### src/rtl/branch_target_buffer.sv
// Direct-mapped branch target buffer with saturating direction counters.
// Optional performance counters are built only when BTB_STATS_EN is defined.
module branch_target_buffer #(
  parameter int PC_W    = 32,
  parameter int ENTRIES = 16,
  parameter int TAG_W   = 8,
  parameter int CTR_W   = 2
) (
  input  logic            clk,
  input  logic            rst,
  input  logic            lookup_en,
  input  logic [PC_W-1:0] lookup_pc,
  output logic            lookup_hit,
  output logic            lookup_taken,
  output logic [PC_W-1:0] lookup_target,
  input  logic            upd_valid,
  input  logic [PC_W-1:0] upd_pc,
  input  logic            upd_taken,
  input  logic [PC_W-1:0] upd_target,
  input  logic            upd_pred_taken,
  input  logic            inv_all,
  output logic [31:0]     stat_lookups,
  output logic [31:0]     stat_mispred
);
  localparam int IDX_W = $clog2(ENTRIES);
  localparam logic [CTR_W-1:0] CTR_MAX   = {CTR_W{1'b1}};
  localparam logic [CTR_W-1:0] CTR_WEAK_T = CTR_W'(1) << (CTR_W - 1);
  localparam logic [CTR_W-1:0] CTR_WEAK_N = CTR_WEAK_T - CTR_W'(1);

  logic              valid_q  [ENTRIES];
  logic              valid_d  [ENTRIES];
  logic [TAG_W-1:0]  tag_q    [ENTRIES];
  logic [TAG_W-1:0]  tag_d    [ENTRIES];
  logic [PC_W-1:0]   target_q [ENTRIES];
  logic [PC_W-1:0]   target_d [ENTRIES];
  logic [CTR_W-1:0]  ctr_q    [ENTRIES];
  logic [CTR_W-1:0]  ctr_d    [ENTRIES];

  logic [IDX_W-1:0] lk_idx, up_idx;
  logic [TAG_W-1:0] lk_tag, up_tag;
  logic             up_hit;

  assign lk_idx = lookup_pc[IDX_W+1:2];
  assign lk_tag = lookup_pc[IDX_W+TAG_W+1:IDX_W+2];
  assign up_idx = upd_pc[IDX_W+1:2];
  assign up_tag = upd_pc[IDX_W+TAG_W+1:IDX_W+2];
  assign up_hit = valid_q[up_idx] && (tag_q[up_idx] == up_tag);

  // Lookup reads registered state only, so a same-cycle update is seen next cycle.
  always_comb begin
    lookup_hit    = valid_q[lk_idx] && (tag_q[lk_idx] == lk_tag);
    lookup_taken  = lookup_hit && ctr_q[lk_idx][CTR_W-1];
    lookup_target = lookup_hit ? target_q[lk_idx] : '0;
  end

  always_comb begin
    valid_d  = valid_q;
    tag_d    = tag_q;
    target_d = target_q;
    ctr_d    = ctr_q;
    if (inv_all) begin
      for (int i = 0; i < ENTRIES; i++) valid_d[i] = 1'b0;
    end else if (upd_valid) begin
      if (up_hit) begin
        if (upd_taken) begin
          target_d[up_idx] = upd_target;
          if (ctr_q[up_idx] != CTR_MAX) ctr_d[up_idx] = ctr_q[up_idx] + CTR_W'(1);
        end else if (ctr_q[up_idx] != '0) begin
          ctr_d[up_idx] = ctr_q[up_idx] - CTR_W'(1);
        end
      end else if (upd_taken) begin
        valid_d[up_idx]  = 1'b1;
        tag_d[up_idx]    = up_tag;
        target_d[up_idx] = upd_target;
        ctr_d[up_idx]    = CTR_WEAK_T;
      end
    end
  end

  always_ff @(posedge clk) begin
    if (rst) begin
      for (int i = 0; i < ENTRIES; i++) begin
        valid_q[i]  <= 1'b0;
        tag_q[i]    <= '0;
        target_q[i] <= '0;
        ctr_q[i]    <= CTR_WEAK_N;
      end
    end else begin
      valid_q  <= valid_d;
      tag_q    <= tag_d;
      target_q <= target_d;
      ctr_q    <= ctr_d;
    end
  end

`ifdef BTB_STATS_EN
  logic [31:0] stat_lookups_q, stat_lookups_d;
  logic [31:0] stat_mispred_q, stat_mispred_d;

  always_comb begin
    stat_lookups_d = stat_lookups_q;
    stat_mispred_d = stat_mispred_q;
    if (lookup_en) stat_lookups_d = stat_lookups_q + 32'd1;
    if (upd_valid && (upd_pred_taken != upd_taken)) stat_mispred_d = stat_mispred_q + 32'd1;
  end

  always_ff @(posedge clk) begin
    if (rst) begin
      stat_lookups_q <= '0;
      stat_mispred_q <= '0;
    end else begin
      stat_lookups_q <= stat_lookups_d;
      stat_mispred_q <= stat_mispred_d;
    end
  end

  assign stat_lookups = stat_lookups_q;
  assign stat_mispred = stat_mispred_q;
`else
  logic unused_stats;
  assign unused_stats = lookup_en ^ upd_pred_taken;
  assign stat_lookups = '0;
  assign stat_mispred = '0;
`endif

  // PC low bits and bits above the tag never take part in indexing or matching.
  logic unused_pc_bits;
  assign unused_pc_bits = ^{lookup_pc, upd_pc};

endmodule

### config.mk
export PLATFORM = sky130hd
export DESIGN_NAME = branch_target_buffer
export DESIGN_NICKNAME = d
export VERILOG_FILES = /design/src/rtl/branch_target_buffer.sv
export SDC_FILE = /design/constraint.sdc
export NUM_CORES = 2
export LEC_CHECK = 0
export ABC_AREA = 0
export ABC_CLOCK_PERIOD_IN_PS = 5100
export CORE_UTILIZATION = 40
export CTS_CLUSTER_SIZE = 40
export DETAILED_ROUTE_END_ITERATION = 6
export SLEW_MARGIN = 20
export SYNTH_ARGS = -nofsm -noshare
export SYNTH_HDL_FRONTEND = slang
export SYNTH_SLANG_ARGS = --single-unit
### constraint.sdc
create_clock -name clk -period 5.1 [get_ports clk]
set_input_delay 1.02 -clock clk [delete_from_list [all_inputs] [get_ports clk]]
set_output_delay 1.02 -clock clk [all_outputs]
set_load 0.03 [all_outputs]
==> metrics <==
status completed; kind of critical path input pin to output port; NetSw between 2 and 3 mW; Critical Path End Type output port; crit path time final roughly 4.9 ns; Boundary Pins between 200 and 250; row count a little over 100; ys async rst share 0%; final setup fails 0; grt peak-use layer met2; Post CTS Setup Buffer Count 0; Syn. warnings 0; count of cell types in the netlist 47; CTS Buffer Depth 3; CTS tree yes; largest cells by area after synthesis dfxtp_1 (43%), mux4_2 (18%), nand2_1 (12%); Syn Inst Count approximately 3500; slew at the pin with the worst max-slew slack 1.15 ns; commonest cells after routing, fill and taps aside nand2_1 (1048), dfxtp_1 (688), a21oi_1 (514), mux4_2 (251), mux2i_1 (182); cell taking the most area after synthesis dfxtp_1; flops & latches, synth roughly 690; IO Port Bufs between 90 and 100; crit-path most repeated cell buf_12; Post-Route WL 96.4 mm; arrival time at the worst endpoint 3.85 ns; post-synth top area share between 40 and 50%; # DRC 0; Final Cycle Share roughly 96%; clock share of power 47.7%; P per Cell Area 321 nW/µm²; Starting DRT DRC Count about 2300; total track usage 23.6%; Net count, final 3497; power share of the sequential group approximately 47%; clock latency on the worst-skew pair around 0.63 ns; Die Height 284 µm; initial antenna violation count 3; Logic pwr share 5.9%; Syn-to-layout area delta 14.1%; worst setup margin roughly 0.23 ns; Vias approximately 25000; gr ovfl total 0; share of cells above drive strength 1 16.6%; commonest non-fill, non-tap cell in the layout nand2_1; GPL Wtd Cong roughly 0.78; vias in the first global route between 20000 and 25000; Avg Cell Area, Syn slightly above 9 µm²; Sum Neg Setup Slack 0 ns; switching part of the total about a quarter; worst min path class flop to flop; fin. max-slew vios 0; PostCTS Resize Cnt 0; fmax 205 MHz; critical path cell sequence buf_8 > buf_12 > buf_4 > mux4_2 > nor2b_1 > a211oi_1 > a21oi_1 > xor2_1 > nor4_4 > buf_12 > and3_1 > buf_12; Num CTS Buffers between 70 and 80; clock root cell clkbuf_16; Floorplan Core Area about 78000 µm²; total power approximately 12 mW; width of the die ~280 µm; Core Util, Final a little under half; clock skew 0.0205 ns; H-tree levels 3; fill count approximately 7300; Worst-path clk slew 0.06 ns; met2 Use GR between 30% and 40%; RSZ-0062 raised after global routing false; first-pass GRT wire length approximately 150 mm; leakage dissipation approximately 13 nW; Synth Cell Area between 30000 and 40000 µm²; delay of the slowest critical-path stage between 0.5 and 0.6 ns; drt wl/cell between 20 and 25 µm; Max FO, Critical Path 34; commonest register cell after synthesis dfxtp_1; drt pass-1 iters 5; GR Util met3 3.49%; DP Wirelength 56.4 mm; TritonCTS Sinks about 690; Initial Utilization 40.7%; die area 80600 µm²; max_slew headroom around 23%; register area share after synthesis 43.3%; Hold Path Cell Cnt 2; largest net degree at the start of global routing 178; dpl ws 0.159 ns; CP startpoint kind input pin; met1 Usage GRT around a third; final hold vios 0; FF-to-FF path depth 9; Avg Vias per Cell around 5.5; peak supply drop ~0.00023 V; slowest cell on the critical path mux4_2; Max Cap Viol 0; hold_ws ~0.45 ns; required time of the critical path 4.08 ns; Int Power 8.89 mW; Detail Route Antenna Nets 0; CTS Hold Bufs 0; EDFF count, synth 0
path summary, 6_finish.rpt:
check	startpoint	end	slack [ns]
worst min register to register	target_q[314]	target_q[314]	0.45
worst min-delay path	target_q[314]	target_q[314]	0.45
worst max register to register	tag_q[66]	ctr_q[17]	1.81
worst max-delay path	lookup_pc[2]	lookup_target[1]	0.23
metrics by stage:
stage | cell area (µm²) | instances
CTS | 36200 | 4488
global placement | 33700 | 4355
finish | 36200 | 4489
global route | 36200 | 4488
detailed placement | 33700 | 4355
floorplan | 32000 | 3521
flip-flops by register name, indices dropped and copies added, names as in the netlist:
register	cells
target_q	512
tag_q	128
ctr_q	32
valid_q	16
cells by family (layout without fill, tap and decap cells):
group / after synthesis / count (layout) / share of synthesized area, %
XOR/XNOR: 17 / 17 / 0.469
buffers and inverters: 409 / 336 / 5.80
AO/OA/AOI/OAI: 579 / 579 / 10.2
flip-flops: 688 / 688 / 43.3
adder cells (fa/ha/maj): 2 / 2 / 0.0787
multiplexers: 434 / 434 / 23.6
other: 1 / 65 / 0.0118
AND/OR/NAND/NOR: 1328 / 1328 / 16.5
routing by layer:
metal / up-vias / wire (µm)
met2: 850 / 45800
met5: - / 17
met4: 2 / 2700
li1: 11545 / -
met3: 182 / 6250
met1: 12280 / 41700
layout make-up:
type / count / area, µm² / area share [%]
Clock inverter: 16 / 246 / 0.680
Timing Repair Buffer: 198 / 2040 / 5.64
Antenna cell: 1 / 2.50 / 0.00691
Clock buffer: 117 / 2250 / 6.20
Inverter: 5 / 18.8 / 0.0518
Multi-Input combinational cell: 2424 / 16600 / 45.8
Tap cell: 1040 / 1300 / 3.59
Sequential cell: 688 / 13800 / 38.0
power groups by stage:
stage	Clock (mW)	Combinational, mW	Sequential, mW
after floorplan	0	0.518	5.52
after global placement	0	0.684	5.53
after detailed placement	0	0.684	5.53
after CTS	5.64	0.684	5.41
after global routing	5.85	0.727	5.41
final	5.55	0.685	5.41
critical path, delay by kind of cell:
| kind | cells | cell delay, ns |
|---|---|---|
| buffers and inverters | 5 | 1.04 |
| muxes | 1 | 0.52 |
| and+or+nand+nor | 3 | 0.75 |
| AOI/OAI and AO/OA | 2 | 0.29 |
| xor gates and xnor gates | 1 | 0.20 |
synth_stat cells, types with 3 or more instances:
cell type  number
a211oi_1        3
a21oi_1       514
a22oi_1        10
a32oi_2        10
and2_1          7
and3_1         33
buf_1          17
buf_2          22
buf_4          71
clkbuf_1      292
dfxtp_1       688
inv_1           5
mux2i_1       182
mux4_2        251
nand2_1      1052
nand2b_1       20
nand3_1        13
nor2_1        183
nor2b_1         6
o21a_1         16
o21ai_2         6
o21ai_4        10
xnor2_1        13
xor2_1          4
(Power assumes the default switching activity.)
